[config.mk]
export PLATFORM = sky130hd
export DESIGN_NAME = sr_latch
export DESIGN_NICKNAME = d
export VERILOG_FILES = /design/src/rtl/sr_latch.sv
export SDC_FILE = /design/constraint.sdc
export NUM_CORES = 1
export LEC_CHECK = 0
export ABC_AREA = 1
export BUFFER_PORTS_ARGS = -buffer_cell sky130_fd_sc_hd__buf_4
export CORE_AREA = 2 2 39 41
export CTS_BUF_LIST = sky130_fd_sc_hd__clkbuf_2
export DETAILED_ROUTE_END_ITERATION = 6
export DIE_AREA = 0 0 41 43
export GPL_TIMING_DRIVEN = 1
export HOLD_SLACK_MARGIN = 0.12
export PLACE_DENSITY = 0.3
export SETUP_SLACK_MARGIN = 0.5
export SLEW_MARGIN = 20
export SYNTH_ARGS = -nofsm -noshare
export SYNTH_HDL_FRONTEND = slang
export SYNTH_SLANG_ARGS = --single-unit
[constraint.sdc]
create_clock -name clk -period 0.8 [get_ports clk]
set_input_delay 0.16 -clock clk [delete_from_list [all_inputs] [get_ports clk]]
set_output_delay 0.16 -clock clk [all_outputs]
set_load 0.01 [all_outputs]
[src/rtl/sr_latch.sv]
// sr_latch -- clocked set/reset storage element with a defined S=R=1 response.
//
// Behaves like an SR latch whose inputs are sampled on the rising edge of clk.
// Unlike an unclocked NOR latch, Q and Qn are always complementary, and the
// S=R=1 case is resolved by the BOTH_POLICY parameter rather than producing
// the illegal both-low output.
//
// Parameters
//   BOTH_POLICY  S=R=1 response: 0 = hold, 1 = reset-dominant (default),
//                2 = set-dominant; any other value is treated as 1.
//
// Ports
//   clk      in   rising-edge clock for all state
//   rst_n    in   synchronous active-low reset (Q=0, Qn=1, flags cleared)
//   S        in   set request, sampled on the rising edge of clk
//   R        in   reset request, sampled on the rising edge of clk
//   Q        out  stored state, registered
//   Qn       out  complement of Q, registered
//   invalid  out  high for the cycle after an edge that sampled S=R=1
//   changed  out  high for the cycle after an edge where Q changed value
//
// State  | meaning
// -------+--------------------------------
// ST_CLR | stored value 0 (Q=0, Qn=1)
// ST_SET | stored value 1 (Q=1, Qn=0)

module sr_latch #(
    parameter int BOTH_POLICY = 1
) (
    input  logic clk,
    input  logic rst_n,
    input  logic S,
    input  logic R,
    output logic Q,
    output logic Qn,
    output logic invalid,
    output logic changed
);

    // Out-of-range policy values collapse to reset-dominant.
    localparam int POLICY = ((BOTH_POLICY == 0) || (BOTH_POLICY == 2)) ? BOTH_POLICY : 1;

    typedef enum logic {
        ST_CLR = 1'b0,
        ST_SET = 1'b1
    } state_t;

    state_t state;
    state_t state_next;
    logic   qn_reg;
    logic   invalid_reg;
    logic   changed_reg;

    // State register. Qn gets its own flop, loaded with the complement of the
    // next state, so both outputs come straight from registers and can never
    // be equal.
    always_ff @(posedge clk) begin
        if (!rst_n) begin
            state       <= ST_CLR;
            qn_reg      <= 1'b1;
            invalid_reg <= 1'b0;
            changed_reg <= 1'b0;
        end else begin
            state       <= state_next;
            qn_reg      <= ~state_next;
            invalid_reg <= S & R;
            changed_reg <= (state_next != state);
        end
    end

    // Next-state logic.
    always_comb begin
        state_next = state;
        unique case ({S, R})
            2'b10: state_next = ST_SET;
            2'b01: state_next = ST_CLR;
            2'b11: begin
                if (POLICY == 0) begin
                    state_next = state;
                end else if (POLICY == 2) begin
                    state_next = ST_SET;
                end else begin
                    state_next = ST_CLR;
                end
            end
            default: state_next = state;
        endcase
    end

    // Output logic.
    always_comb begin
        Q       = (state == ST_SET);
        Qn      = qn_reg;
        invalid = invalid_reg;
        changed = changed_reg;
    end

endmodule

### Word-level counts from Yosys, hierarchy flattened

Cells that the tools add are included.

* bits of input ports: 4
* output and inout port bits: 4
* word-level logic and storage cells: 12
* register bits after elaboration: 4

* bitwise logic cells: 2
* equality and inequality tests: 4
* reduce and logical (&&, ||, !) cells: 1
* muxes and demuxes: 1

Operators by type and width (number)
* 2-bit == test (second input constant): 2
* 2-bit by 1-bit == test with 1-bit output (second input constant): 1
* 1-bit one-hot mux with 2 select lines: 1
* 2-bit OR reduction: 1
* 1-bit AND: 1
* 1-bit != test: 1
* 1-bit NOT: 1

### Depth between registers and ports, before layout

Gate-level depths: netlist of run 1.

* depth after elaboration: 4
* gate-level depth with buffers: 4
* mapped depth without buffers: 4

### Least setup slack after synthesis of run 1

Ideal clock, no wire load.

* kind: reg-to-reg
* from: register with a tool-made name
* to: register qn_reg, in the netlist Qn
* period minus slack after synthesis: 0.694 ns
* stages on the path, launching flop included: 4
* slack: 0.106 ns
* buffers on the path: 0
* library setup time: 0.114 ns
* arrival time: 0.580 ns
* data required time: 0.686 ns
* cells stage by stage: dfxtp_1 -> nor2_1 -> nor2_1 -> nand2_1

RTL lines
* end signal, assigned: line 65 `qn_reg <= ~state_next;`
* end, declared: line 50 `logic qn_reg;`

==> results.py, run 1 <==
metrics = {
    "status": {
        "status": "finished with violations",
        "failed_checks": "negative setup slack",
    },
    "yosys": {
        "synthCells": 16,
        "synth_top_area_cell": "dfxtp_1",
        "ys_seq_area_frac": 0.627,
        "syn_area_per_cell_um2": 7.98,
        "synth-edff-count": 0,
        "yosys_register_bits": 4,
        "synth_area_um2": 128,
        "synthFlopType": "dfxtp_1",
        "synth_area_leaders": "dfxtp_1 63%, nand2_1 12%, nor2_1 12%",
        "yosysWarnings": 0,
        "synth_cell_type_count": 7,
        "ys_async_sr_fraction": 0,
        "synth_top_area_frac": 0.627,
        "syn_nets": 20,
        "netlist_top_cells_count": "4 x dfxtp_1, 4 x nand2_1, 4 x nor2_1",
    },
    "clocking": {
        "cts.sinks": 4,
        "cts_tree": "built",
        "cts-htree-levels": 1,
        "cts_buffers": 3,
        "clkLatencyLatePin_ps": 220,
        "clock-root-buffer": "clkbuf_2",
        "clk_path_buf_depth": 2,
        "path_clk_slew_ps": 60,
    },
    "min_path": {
        "hp-class": "in -> reg",
        "min_to": "Qn",
        "holdPathStages": 2,
        "min_from": "rst_n",
    },
    "floorplanning": {
        "die_w_um": 41,
        "dieArea_um2": 1760,
        "start_util": 0.0922,
        "core_um2": 1380,
        "rows": 14,
        "die_y_um": 43,
        "pin_count": 8,
    },
    "sta": {
        "layout_min_cycle_time_ps": 832,
        "rsz0062_at_grt": "true",
        "fin_crit_sh": 1.04,
        "worstMarginPinSlew_ps": 149,
        "hold_viol": 0,
        "fin_tns_setup_ps": -33.2,
        "layout_setup_ws_ps": -32.1,
        "timing.fmax_mhz": 1200,
        "finalSetupViolations": 2,
        "final_max_slew_viol_count": 0,
        "holdWs_ps": 142,
        "clock-skew-final_ps": 11.0,
        "relSlewSlack": 0.900,
    },
    "power_and_ir_drop": {
        "power.density_nw_per_um2": 1930,
        "cellLeakagePower_nw": 0.128,
        "power_uw": 519,
        "ir_drop_mv": 0.597,
    },
    "worst_setup_path": {
        "critPathBufInv": 1,
        "cp.arrival_ps": 670,
        "rr_endpoint": "Qn",
        "r2r_setup_slack_ps": 20,
        "worst_setup_path_end_kind": "output port",
        "path_class": "reg -> out",
        "path_max_fanout": 2,
        "path_cells": "buf_6",
        "rr_worst_depth": 4,
        "cp_top_family": "flip-flops",
        "max_stage_delay_ps": 340,
        "required_ps": 640,
        "startpoint_type": "register",
        "cp_slowest_cell": "dfxtp_4",
    },
    "cells_and_area": {
        "final_area_um2": 269,
        "fill_cells": 153,
        "area_growth_pct": 111,
        "multiInputGateArea_um2": 58.8,
        "final_layout_size_suffix_gt1_frac": 0.750,
        "fin_nets": 33,
        "antenna_cells": 0,
        "seqCellArea_um2": 87.6,
    },
    "place": {
        "dp_hpwl_um": 237,
        "place_area_um2": 216,
        "io_buffers": 7,
        "gp_congestion": 0.573,
    },
    "grt": {
        "busiest_layer": "met2",
        "grt_max_degree": 5,
        "gr-total-overflow": 0,
        "first_global_vias": 163,
        "antenna_found_initial": 0,
        "grtUsageTotal": 0.0542,
        "grtUsageMet2": 0.0625,
        "grtUsageMet1": 0.0481,
        "use_met3": 0.0524,
        "grt_pass1_wl_um": 552,
    },
    "routing": {
        "firstDrtPassIters": 2,
        "vias": 140,
        "drcViolationCount": 0,
        "viasPerCell": 3.18,
        "wl_per_cell_um": 7.73,
        "ant_nets": 0,
        "drt-total-wl_um": 340,
        "drt-initial-drc-count": 3,
    },
    "flow_run": {
        "maxCapViolations": 0,
    },
}
## metal layers
layer	routed length [µm]	vias to the layer above
li1	-	72
met1	141	60
met2	149	8
met3	49	0
met4	0	0
met5	0	-
## cell families (layout without fill, tap and decap cells)
logic type	after synthesis	count (layout)	synth area share
simple gates	9	9	0.274
buf+inv	2	14	0.0588
flops	4	4	0.627
compound gates	1	1	0.0392
## how the worst max path moves through the flow
stage	end	slack [ps]	depth (start not counted)
final	Q	-30	1
after global routing	Q	-60	1
after CTS	Q	-40	1
after detailed placement	Q	170	1
after global placement	changed	150	2
after floorplan	Qn	180	3
## timing repair
item	CTS	global route
buffers inserted	1	0
hold endpoints to repair	1	0
pin swaps	0	1
setup endpoints to repair	7	7
resized for setup	7	0
## placed cells by master (no fill, tap or decap), drive strengths merged
cell,synthesis,routed
nor3,1,1
nand2,4,4
dfxtp,4,4
buf,0,8
a21oi,1,1
nor2,4,4
clkbuf,0,4
inv,2,2
## report_power, final
group,internal (mW),switching (mW),total (mW)
Combinational,0.0413,0.0344,0.0757
Clock,0.132,0.0970,0.229
Sequential,0.209,0.00510,0.215
Total,0.383,0.137,0.519
## through the flow
step	std cells	setup slack, ps	util
6_report	44	-32.1	0.194
5_1_grt	44	-62.6	0.194
4_1_cts	44	-43.8	0.194
3_5_place_dp	39	171	0.156
3_3_place_gp	39	153	0.156
2_1_floorplan	16	179	-
## area by class of cell
| cell class | count | area share |
|---|---|---|
| Sequential cell | 4 | 0.326 |
| Timing Repair Buffer | 8 | 0.279 |
| Clock buffer | 4 | 0.0744 |
| Tap cell | 16 | 0.0744 |
| Inverter | 2 | 0.0279 |
| Multi-Input combinational cell | 10 | 0.219 |
Power figures use the tool's default switching activity.
==> run 2, diff against run 1 <==
--- a/config.mk
+++ b/config.mk
@@ -6,11 +6,11 @@
 export NUM_CORES = 1
 export LEC_CHECK = 0
 export ABC_AREA = 1
-export BUFFER_PORTS_ARGS = -buffer_cell sky130_fd_sc_hd__buf_4
 export CORE_AREA = 2 2 39 41
 export CTS_BUF_LIST = sky130_fd_sc_hd__clkbuf_2
 export DETAILED_ROUTE_END_ITERATION = 6
 export DIE_AREA = 0 0 41 43
+export DONT_BUFFER_PORTS = 1
 export GPL_TIMING_DRIVEN = 1
 export HOLD_SLACK_MARGIN = 0.12
 export PLACE_DENSITY = 0.3
==> constraint.sdc (replaced) <==
create_clock -name clk -period 1 [get_ports clk]
set_input_delay 0.2 -clock clk [delete_from_list [all_inputs] [get_ports clk]]
set_output_delay 0.2 -clock clk [all_outputs]
set_load 0.01 [all_outputs]
==> results.py, run 2 (synthesis results as in run 1) <==
metrics = {
    "routing": {
        "viasPerCell": 2.92,
        "firstDrtPassIters": 2,
        "drt-total-wl_um": 309,
        "wl_per_cell_um": 8.58,
        "vias": 105,
        "drcViolationCount": 0,
        "drt-initial-drc-count": 6,
        "ant_nets": 0,
    },
    "sta": {
        "hold_viol": 0,
        "finalSetupViolations": 0,
        "fin_tns_setup_ps": 0,
        "relSlewSlack": 0.909,
        "layout_min_cycle_time_ps": 794,
        "worstMarginPinSlew_ps": 135,
        "clock-skew-final_ps": 18.8,
        "rsz0062_at_grt": "true",
        "holdWs_ps": 45.6,
        "final_max_slew_viol_count": 0,
        "fin_crit_sh": 0.794,
        "timing.fmax_mhz": 1260,
    },
    "clocking": {
        "cts-htree-levels": 1,
        "cts_buffers": 3,
        "clk_path_buf_depth": 2,
        "cts_tree": "built",
        "path_clk_slew_ps": 70,
        "cts.sinks": 4,
        "clkLatencyLatePin_ps": 210,
        "clock-root-buffer": "clkbuf_2",
    },
    "floorplanning": {
        "die_y_um": 43,
        "core_um2": 1380,
        "pin_count": 8,
        "die_w_um": 41,
        "rows": 14,
        "start_util": 0.0922,
        "dieArea_um2": 1760,
    },
    "place": {
        "gp_congestion": 0.548,
        "io_buffers": 0,
    },
    "grt": {
        "grtUsageTotal": 0.0492,
        "grt_pass1_wl_um": 510,
        "grt_max_degree": 5,
        "antenna_found_initial": 0,
        "first_global_vias": 130,
        "gr-total-overflow": 0,
    },
    "worst_setup_path": {
        "worst_setup_path_end_kind": "output port",
        "path_class": "reg -> out",
        "cp.arrival_ps": 590,
        "startpoint_type": "register",
        "path_max_fanout": 4,
        "required_ps": 800,
    },
    "cells_and_area": {
        "area_growth_pct": 39.2,
        "fin_nets": 25,
        "antenna_cells": 0,
        "final_layout_size_suffix_gt1_frac": 0.500,
        "final_cell_mix": "4 x nand2_1, 4 x clkbuf_2, 3 x dfxtp_2, 3 x nor2_1",
    },
    "power_and_ir_drop": {
        "ir_drop_mv": 0.358,
        "cellLeakagePower_nw": 0.0786,
        "power.density_nw_per_um2": 2100,
    },
    "status": {
        "status": "finished clean",
    },
    "min_path": {
        "hp-class": "in -> reg",
    },
    "flow_run": {
        "maxCapViolations": 0,
    },
}
-- run 2: cell count changes in the layout (fill, tap and decap cells not counted) --
cell	previous run	this run
buf_4	4	0
nor2_2	0	1
buf_6	4	0
nand2_1	3	4
nand2_4	1	0
inv_2	2	1
inv_1	0	1
a21oi_1	0	1
a21oi_2	1	0
nor2_4	1	0
-- run 2: power by group --
group	switching (mW)	leakage (nW)	internal (mW)
Clock	0.0753	0.0166	0.106
Sequential	0.00889	0.0340	0.168
Combinational	0.00788	0.0279	0.00671
Total	0.0921	0.0786	0.280
-- run 2: worst paths after layout --
path | slack, ps | endpoint | startpoint | depth (start not counted)
hold / removal | 50 | register | R | 1
setup reg to reg | 320 | Qn | register | 3
setup / recovery | 210 | Q | register | 0
hold reg to reg | 550 | changed | register | 2
-- run 2: final cells by class --
cell class,instances,area [µm²]
sequential,4,87.6
tap,16,20.0
clock buffer,4,20.0
fill,165,1210
multi-input combinational,10,42.5
inverter,2,7.51
-- run 2: per-layer routing --
metal	wire length, µm	vias to the layer above	GRT usage	share of wire
met4	0	0	0.0400	0
met3	45	0	0.0628	0.15
met1	159	40	0.0613	0.51
met5	0	-	0	0
met2	105	8	0.0375	0.34
li1	-	57	-	-
-- run 2: stage by stage --
stage	util	instance area (µm²)	std cells	total power, mW	setup slack [ps]
after detailed placement	0.113	156	32	0.195	348
after global routing	0.128	178	36	0.402	169
after global placement	0.113	156	32	0.194	350
after CTS	0.128	178	36	0.384	189
after floorplan	-	136	16	0.190	379
final	0.128	178	36	0.373	206
-- run 2: repair_timing --
action	in CTS	in global routing
hold endpoints to repair	4	4
buffers inserted	0	0
endpoints found under the setup margin	7	7
resized for setup	1	0
pin swaps	0	1
==> run 3, diff against run 2 <==
==> constraint.sdc (replaced) <==
create_clock -name clk -period 0.8 [get_ports clk]
set_input_delay 0.16 -clock clk [delete_from_list [all_inputs] [get_ports clk]]
set_output_delay 0.16 -clock clk [all_outputs]
set_load 0.01 [all_outputs]
==> results.py, run 3 (synthesis results as in run 1) <==
metrics = {
    "place": {
        "dp_hpwl_um": 244,
        "gp_congestion": 0.565,
        "io_buffers": 0,
        "place_ws_ps": 129,
        "place_inst": 32,
    },
    "worst_setup_path": {
        "rr_endpoint": "Qn",
        "startpoint_type": "register",
        "r2r_setup_slack_ps": 110,
        "worst_setup_path_end_kind": "output port",
        "path_max_fanout": 4,
        "required_ps": 640,
        "cp.arrival_ps": 580,
        "path_class": "reg -> out",
        "rr_worst_depth": 3,
    },
    "floorplanning": {
        "dieArea_um2": 1760,
        "pin_count": 8,
        "die_w_um": 41,
        "start_util": 0.0922,
        "die_y_um": 43,
        "rows": 14,
        "core_um2": 1380,
    },
    "grt": {
        "first_global_vias": 119,
        "grt_pass1_wl_um": 448,
        "gr-total-overflow": 0,
        "grtUsageTotal": 0.0442,
        "grt_max_degree": 5,
        "antenna_found_initial": 0,
    },
    "routing": {
        "vias": 115,
        "drt-initial-drc-count": 1,
        "wl_met1_um": 148,
        "met2_length_um": 104,
        "top_layer": "met3",
        "ant_nets": 0,
        "wl_per_cell_um": 8.33,
        "viasPerCell": 3.19,
        "drt-total-wl_um": 300,
        "wl_met3_um": 47,
        "firstDrtPassIters": 4,
        "drcViolationCount": 0,
    },
    "sta": {
        "fin_crit_sh": 0.930,
        "rsz0062_at_grt": "true",
        "layout_setup_ws_ps": 56.2,
        "timing.fmax_mhz": 1340,
        "clock-skew-final_ps": 11.8,
        "fin_tns_setup_ps": 0,
        "finalSetupViolations": 0,
        "final_max_slew_viol_count": 0,
        "relSlewSlack": 0.908,
        "worstMarginPinSlew_ps": 136,
        "hold_viol": 0,
        "layout_min_cycle_time_ps": 744,
    },
    "clocking": {
        "clock-root-buffer": "clkbuf_2",
        "clkLatencyLatePin_ps": 210,
        "clk_path_buf_depth": 2,
        "path_clk_slew_ps": 50,
        "cts_tree": "built",
        "cts-htree-levels": 1,
        "cts.sinks": 4,
        "cts_setup_buffers": 0,
        "cts_buffers": 3,
    },
    "cells_and_area": {
        "final_layout_size_suffix_gt1_frac": 0.600,
        "mostFrequentLayoutCell": "clkbuf_2",
        "multiInputGateArea_um2": 50.0,
        "fill_cells": 157,
        "fin_nets": 25,
        "stdcell_count": 36,
        "seqCellArea_um2": 87.6,
        "antenna_cells": 0,
        "final_cell_mix": "4 x clkbuf_2, 3 x dfxtp_2, 3 x nor2_1, 3 x nand2_1, 2 x inv_2",
        "area_growth_pct": 45.1,
    },
    "min_path": {
        "hp-class": "in -> reg",
        "min_from": "R",
        "holdPathStages": 1,
    },
    "flow_run": {
        "maxCapViolations": 0,
    },
    "power_and_ir_drop": {
        "power.density_nw_per_um2": 2480,
        "ir_drop_mv": 0.658,
        "cellLeakagePower_nw": 0.0821,
    },
    "status": {
        "status": "finished clean",
    },
}
[run 3: changes by cell type in the layout (fill, tap and decap cells not counted)]
cell     change
inv_2        +1
inv_1        -1
nand2_1      -1
nand2_4      +1
[run 3: layout make-up]
| class | count | area share |
|---|---|---|
| flip-flops and latches | 4 | 0.473 |
| clock buffers | 4 | 0.108 |
| well taps | 16 | 0.108 |
| multi-input cells | 10 | 0.270 |
| inverters | 2 | 0.0405 |
[run 3: stage by stage]
| step | power [mW] | hold WS (ps) | instance area (µm²) | util |
|---|---|---|---|---|
| global route | 0.496 | -10.8 | 185 | 0.134 |
| detailed placement | 0.246 | 235 | 164 | 0.118 |
| CTS | 0.475 | -4.28 | 185 | 0.134 |
| floorplan | 0.240 | 228 | 144 | - |
| global placement | 0.244 | 231 | 164 | 0.118 |
| finish | 0.460 | 11.9 | 185 | 0.134 |
[run 3: worst max path at each step]
stage	start	to	slack, ps	depth (start not counted)
finish	register	Q	60	0
global route	register	Q	20	0
CTS	register	Q	40	0
detailed placement	register	Qn	130	3
global placement	register	Qn	150	3
floorplan	register	Qn	180	3
[run 3: what timing repair did]
item / CTS / global route
endpoints found under the hold margin: 4 / 4
resized for setup: 1 / 0
endpoints found under the setup margin: 7 / 7
pin swaps: 0 / 1
[run 3: per-layer routing]
layer  GRT usage  up-vias
met5           0        -
met4      0.0200        0
met3      0.0733        0
met2      0.0406       10
met1      0.0450       48
li1            -       57
[run 3: report_power, final]
| group | internal, mW | switching (mW) | total [mW] |
|---|---|---|---|
| registers | 0.210 | 0.0115 | 0.222 |
| logic | 0.0103 | 0.0101 | 0.0204 |
| clock network | 0.132 | 0.0860 | 0.218 |
| total | 0.352 | 0.108 | 0.460 |
